--- config.mk ---
export PLATFORM = sky130hd
export DESIGN_NAME = gpio_pad_if
export DESIGN_NICKNAME = d
export VERILOG_FILES = /design/src/rtl/gpio_pkg.sv /design/src/rtl/gpio_debounce.sv /design/src/rtl/gpio_pad_if.sv
export SDC_FILE = /design/constraint.sdc
export NUM_CORES = 1
export LEC_CHECK = 0
export ABC_AREA = 1
export CORE_AREA = 2 2 133 135
export CTS_CLUSTER_SIZE = 30
export DETAILED_ROUTE_END_ITERATION = 7
export DIE_AREA = 0 0 135 137
export PLACE_DENSITY = 0.76
export RECOVER_POWER = 50
export SYNTH_ARGS = -nofsm -noshare
export SYNTH_HDL_FRONTEND = slang
export SYNTH_SLANG_ARGS = --single-unit
export TNS_END_PERCENT = 5
--- constraint.sdc ---
create_clock -name clk -period 8.07 [get_ports clk]
set_input_delay 0.807 -clock clk [delete_from_list [all_inputs] [get_ports clk]]
set_output_delay 0.807 -clock clk [all_outputs]
set_load 0.02 [all_outputs]
--- src/rtl/gpio_pkg.sv ---
// Shared GPIO constants, edge classification type and helper.
package gpio_pkg;

   localparam int GPIO_NUM_PINS    = 32;
   localparam int GPIO_SYNC_STAGES = 2;
   localparam int GPIO_DB_CNT_W    = 16;

   typedef enum logic [1:0] {
      EDGE_NONE = 2'd0,
      EDGE_RISE = 2'd1,
      EDGE_FALL = 2'd2
   } gpio_edge_t;

   function automatic gpio_edge_t edge_kind(input logic cur, input logic prev);
      if (cur && !prev) begin
         return EDGE_RISE;
      end else if (!cur && prev) begin
         return EDGE_FALL;
      end
      return EDGE_NONE;
   endfunction

endpackage

--- src/rtl/gpio_debounce.sv ---
// Shared tick prescaler plus per-pin 3-sample agreement filter.
module gpio_debounce
   import gpio_pkg::*;
#(
   parameter int NUM_PINS = GPIO_NUM_PINS,
   parameter int DB_CNT_W = GPIO_DB_CNT_W
)(
   input  logic                clk,
   input  logic                reset,
   input  logic [NUM_PINS-1:0] i_sample,
   input  logic [DB_CNT_W-1:0] i_db_limit,
   output logic [NUM_PINS-1:0] o_cond
);

   logic [DB_CNT_W-1:0] r_count;
   logic [NUM_PINS-1:0] r_hist0;
   logic [NUM_PINS-1:0] r_hist1;
   logic [NUM_PINS-1:0] r_cond;
   logic                w_tick;
   logic [NUM_PINS-1:0] w_stable;

   // >= rather than == so a limit lowered below the count still ticks promptly.
   assign w_tick   = (r_count >= i_db_limit);
   assign w_stable = ~(i_sample ^ r_hist0) & ~(i_sample ^ r_hist1);

   always_ff @(posedge clk or posedge reset) begin
      if (reset) begin
         r_count <= '0;
         r_hist0 <= '0;
         r_hist1 <= '0;
         r_cond  <= '0;
      end else begin
         r_count <= w_tick ? '0 : r_count + DB_CNT_W'(1);
         if (w_tick) begin
            r_hist0 <= i_sample;
            r_hist1 <= r_hist0;
            r_cond  <= (r_cond & ~w_stable) | (i_sample & w_stable);
         end
      end
   end

   assign o_cond = r_cond;

endmodule

--- src/rtl/gpio_pad_if.sv ---
// Pad-side conditioning for GPIO: registered output path, synchronised input path,
// sticky edge interrupts. Debounce filter is built only when GPIO_DEBOUNCE_EN is defined.
module gpio_pad_if
   import gpio_pkg::*;
#(
   parameter int NUM_PINS    = GPIO_NUM_PINS,
   parameter int SYNC_STAGES = GPIO_SYNC_STAGES,
   parameter int DB_CNT_W    = GPIO_DB_CNT_W
)(
   input  logic                clk,
   input  logic                reset,
   input  logic [NUM_PINS-1:0] i_pad_c,
   output logic [NUM_PINS-1:0] o_pad_i,
   output logic [NUM_PINS-1:0] o_pad_oen,
   input  logic [NUM_PINS-1:0] i_gpio_out,
   input  logic [NUM_PINS-1:0] i_gpio_dir,
   output logic [NUM_PINS-1:0] o_gpio_in,
   input  logic [NUM_PINS-1:0] i_rise_en,
   input  logic [NUM_PINS-1:0] i_fall_en,
   input  logic [NUM_PINS-1:0] i_irq_clr,
   output logic [NUM_PINS-1:0] o_irq_pending,
   output logic                o_irq,
   input  logic [DB_CNT_W-1:0] i_db_limit
);

   logic [NUM_PINS-1:0] r_sync [SYNC_STAGES];
   logic [NUM_PINS-1:0] r_pad_i;
   logic [NUM_PINS-1:0] r_pad_oen;
   logic [NUM_PINS-1:0] r_prev;
   logic [NUM_PINS-1:0] r_pending;
   logic [NUM_PINS-1:0] w_sync_out;
   logic [NUM_PINS-1:0] w_cond;
   logic [NUM_PINS-1:0] w_rise;
   logic [NUM_PINS-1:0] w_fall;

   // Pads come out of reset as inputs so nothing is driven before software configures them.
   always_ff @(posedge clk or posedge reset) begin
      if (reset) begin
         r_pad_i   <= '0;
         r_pad_oen <= '1;
      end else begin
         r_pad_i   <= i_gpio_out;
         r_pad_oen <= ~i_gpio_dir;
      end
   end

   always_ff @(posedge clk or posedge reset) begin
      if (reset) begin
         for (int k = 0; k < SYNC_STAGES; k++) begin
            r_sync[k] <= '0;
         end
      end else begin
         r_sync[0] <= i_pad_c;
         for (int k = 1; k < SYNC_STAGES; k++) begin
            r_sync[k] <= r_sync[k-1];
         end
      end
   end

   assign w_sync_out = r_sync[SYNC_STAGES-1];

`ifdef GPIO_DEBOUNCE_EN
   gpio_debounce #(
      .NUM_PINS (NUM_PINS),
      .DB_CNT_W (DB_CNT_W)
   ) u_debounce (
      .clk        (clk),
      .reset      (reset),
      .i_sample   (w_sync_out),
      .i_db_limit (i_db_limit),
      .o_cond     (w_cond)
   );
`else
   logic w_db_limit_unused;

   assign w_db_limit_unused = ^i_db_limit;
   assign w_cond            = w_sync_out;
`endif

   always_comb begin
      w_rise = '0;
      w_fall = '0;
      for (int i = 0; i < NUM_PINS; i++) begin
         w_rise[i] = (edge_kind(w_cond[i], r_prev[i]) == EDGE_RISE) && i_rise_en[i];
         w_fall[i] = (edge_kind(w_cond[i], r_prev[i]) == EDGE_FALL) && i_fall_en[i];
      end
   end

   // A new edge in the same cycle as its clear pulse wins, so no event is lost.
   always_ff @(posedge clk or posedge reset) begin
      if (reset) begin
         r_prev    <= '0;
         r_pending <= '0;
      end else begin
         r_prev    <= w_cond;
         r_pending <= (r_pending & ~i_irq_clr) | w_rise | w_fall;
      end
   end

   assign o_pad_i       = r_pad_i;
   assign o_pad_oen     = r_pad_oen;
   assign o_gpio_in     = w_cond;
   assign o_irq_pending = r_pending;
   assign o_irq         = |r_pending;

endmodule

==> flow_metrics.env <==
export IMPL_met3_usage_pct=7.22
export IMPL_grt_antenna_before_repair=1
export IMPL_synthTopCellsByArea="dfrtp_1 (65%), dfstp_2 (14%), inv_1 (5.9%), buf_4 (3.9%), o211ai_1 (3.9%)"
export IMPL_pwr_share_comb_pct=13.6
export IMPL_seqPwrFrac_pct=48.5
export IMPL_syn_inst=478
export IMPL_drive_gt1_share_pct=8.11
export IMPL_dpl_hpwl_mm=11.7
export IMPL_synth_top_area_share_pct=64.6
export IMPL_clk_latency_ns=0.42
export IMPL_fmax_mhz=215
export IMPL_violations="max-capacitance violations, max-slew violations"
export IMPL_swShare_pct=24.7
export IMPL_root_buffer="clkbuf_16"
export IMPL_cp_num_buf_inv=3
export IMPL_drc_errors=0
export IMPL_drtPass1Iterations=4
export IMPL_max_slew_margin_pct=-224
export IMPL_die_area_um2=18500
export IMPL_final_hold_violation_count=0
export IMPL_clkPwrFrac_pct=37.9
export IMPL_globalRouteMet2Util_pct=28.8
export IMPL_cts_resized=0
export IMPL_synth_area_leader_cell="dfrtp_1"
export IMPL_routed_wl_mm=14.9
export IMPL_via_per_inst=4.16
export IMPL_r2r_cells=3
export IMPL_row_count=48
export IMPL_status="complete, but fails checks"
export IMPL_cp_num_cells=3
export IMPL_startpoint_type="primary input"
export IMPL_cts_sinks=192
export IMPL_postPlaceCellArea_um2=9480
export IMPL_finish_utilization_pct=59.0
export IMPL_die_w_um=135
export IMPL_gp_congestion=0.762
export IMPL_synth_warnings=0
export IMPL_fin_cells=1026
export IMPL_grt_pass1_vias=4453
export IMPL_clkSlewWorstSetupHoldPaths_ns=0.07
export IMPL_cts_tree="done"
export IMPL_cp_max_fo=116
export IMPL_layout_min_cycle_time_ns=4.65
export IMPL_dpl_cell_count=994
export IMPL_crit_chain="clkdlybuf4s50_1 > clkinvlp_2 > buf_4"
export IMPL_finalMaxSlewViolations=117
export IMPL_start_util_pct=36.4
export IMPL_ff2ff_setup_slack_ns=7.30
export IMPL_synthesis_area_um2=6200
export IMPL_worstPathRequired_ns=8.50
export IMPL_boundaryPins=339
export IMPL_cp_arrival_ns=5.08
export IMPL_syn_avg_cell_area_um2=13.0
export IMPL_htreeDepth=4
export IMPL_grt_setup_unrepaired="no"
export IMPL_worst_path_max_delay_cell="clkinvlp_2"
export IMPL_fin_crit_sh_pct=57.6
export IMPL_crit_family="buffers and inverters"
export IMPL_cts_buffers=17
export IMPL_slowest_delay_ns=2.69
export IMPL_critPathKind="in2async"
export IMPL_synth_distinct_cells=9
export IMPL_vdd_drop_max_v=0.000140
export IMPL_ys_ff_latch=192
export IMPL_skew_ns=0.00717
export IMPL_antenna_cells=0
export IMPL_drtAntennaViolNets=0
export IMPL_grt_max_degree=117
export IMPL_cap_violations=1
export IMPL_chipHeight_um=137
export IMPL_num_vias=4267
export IMPL_ctsHoldBuffers=0
export IMPL_area_growth_pct=62.4
export IMPL_p_leak_nw=4.53
export IMPL_grtUsageTotal_pct=16.4
export IMPL_cts_setup_buffers=0
export IMPL_io_buffers=322
export IMPL_fin_setup_tns_ns=0
export IMPL_design_area_um2=10100
export IMPL_core_um2=17100
export IMPL_hp_class="reg2reg"
export IMPL_grt_use_met1_pct=16.7
export IMPL_gr_total_overflow=0
export IMPL_cts_max_path_buffers=2
export IMPL_hold_path_cell_count=0
export IMPL_seq_area_frac_synth_pct=78.1
export IMPL_nets=998
export IMPL_worst_pin_slew_ns=4.84
export IMPL_first_iter_violations=158
export IMPL_p_total_mw=2.18
export IMPL_routedWlPerCell_um=14.5
export IMPL_p_int_mw=1.64
export IMPL_cp_end_kind="asynchronous set/reset pin"
export IMPL_setup_violations=0
export IMPL_top_usage_layer="met2"
export IMPL_switchingPower_uw=537
export IMPL_grt_pass1_wl_mm=22.5
export IMPL_synth_nets=688
export IMPL_power_density_nw_per_um2=216
==> metrics by stage <==
| stage | setup WS, ns | hold slack, ns |
|---|---|---|
| floorplan | 2.09 | 0.331 |
| global placement | 5.20 | 0.331 |
| detailed placement | 5.15 | 0.335 |
| CTS | 5.27 | 0.344 |
| global route | 2.59 | 0.351 |
| finish | 3.42 | 0.344 |
==> logic make-up (layout without fill, tap and decap cells) <==
logic type | Yosys count | count (layout) | share of synthesized area [%]
AOI/OAI and AO/OA | 32 | 32 | 3.87
buffers and inverters | 129 | 452 | 9.75
DFF | 192 | 192 | 78.1
and+or+nand+nor | 125 | 125 | 8.25
==> per-layer routing <==
metal	part of all wire [%]	vias to the layer above
met5	0.094	-
met4	2.9	2
met2	52	213
met3	10	31
li1	-	2053
met1	35	1968
==> sequential cells by signal, indices dropped and copies added (netlist names) <==
name,cells
o_gpio_in,32
o_irq_pending,32
o_pad_i,32
o_pad_oen,32
r_prev,32
r_sync,32
==> worst paths after layout <==
check                                       start           endpoint
worst min register to register         r_sync[58]      o_gpio_in[26]
max in group clk                o_irq_pending[18]              o_irq
worst max register to register      o_gpio_in[31]  o_irq_pending[31]
worst min-delay path                   r_sync[58]      o_gpio_in[26]
worst max-delay path                        reset         o_pad_i[6]
min in group asynchronous                   reset         o_pad_i[9]
==> cell usage in the layout, fill, tap and decap left out, types with 4 or more instances in the layout <==
cell type,netlist,layout
nand3_1,32,32
nor2_1,44,44
clkbuf_16,0,19
inv_8,0,4
clkdlybuf4s50_1,0,194
inv_1,97,96
nand2_1,48,48
dfstp_2,32,32
dfrtp_1,160,160
o211ai_1,32,32
inv_6,0,5
dlygate4sd3_1,0,128
==> area by class of cell <==
class                      count  area, µm²
multi-input combinational    157        752
tap                          225        282
inverter                      97        365
clock inverter                11        103
sequential                   192       4840
timing repair buffer         323       3230
fill                        1395       6990
clock buffer                  21        493
==> power groups by stage <==
stage	registers (mW)	logic [mW]	clock network, mW
floorplan	1.11	0.0778	0
global placement	1.07	0.309	0
detailed placement	1.07	0.313	0
CTS	1.05	0.314	0.857
global route	1.06	0.319	0.903
finish	1.05	0.296	0.826
==> synth_stat cells <==
library cell  count
nand3_1          32
inv_1            97
nand2_1          48
nor2_1           44
dfrtp_1         160
o211ai_1         32
buf_4            32
nand4_1           1
dfstp_2          32
No activity file was read; power rests on OpenSTA's default activity.
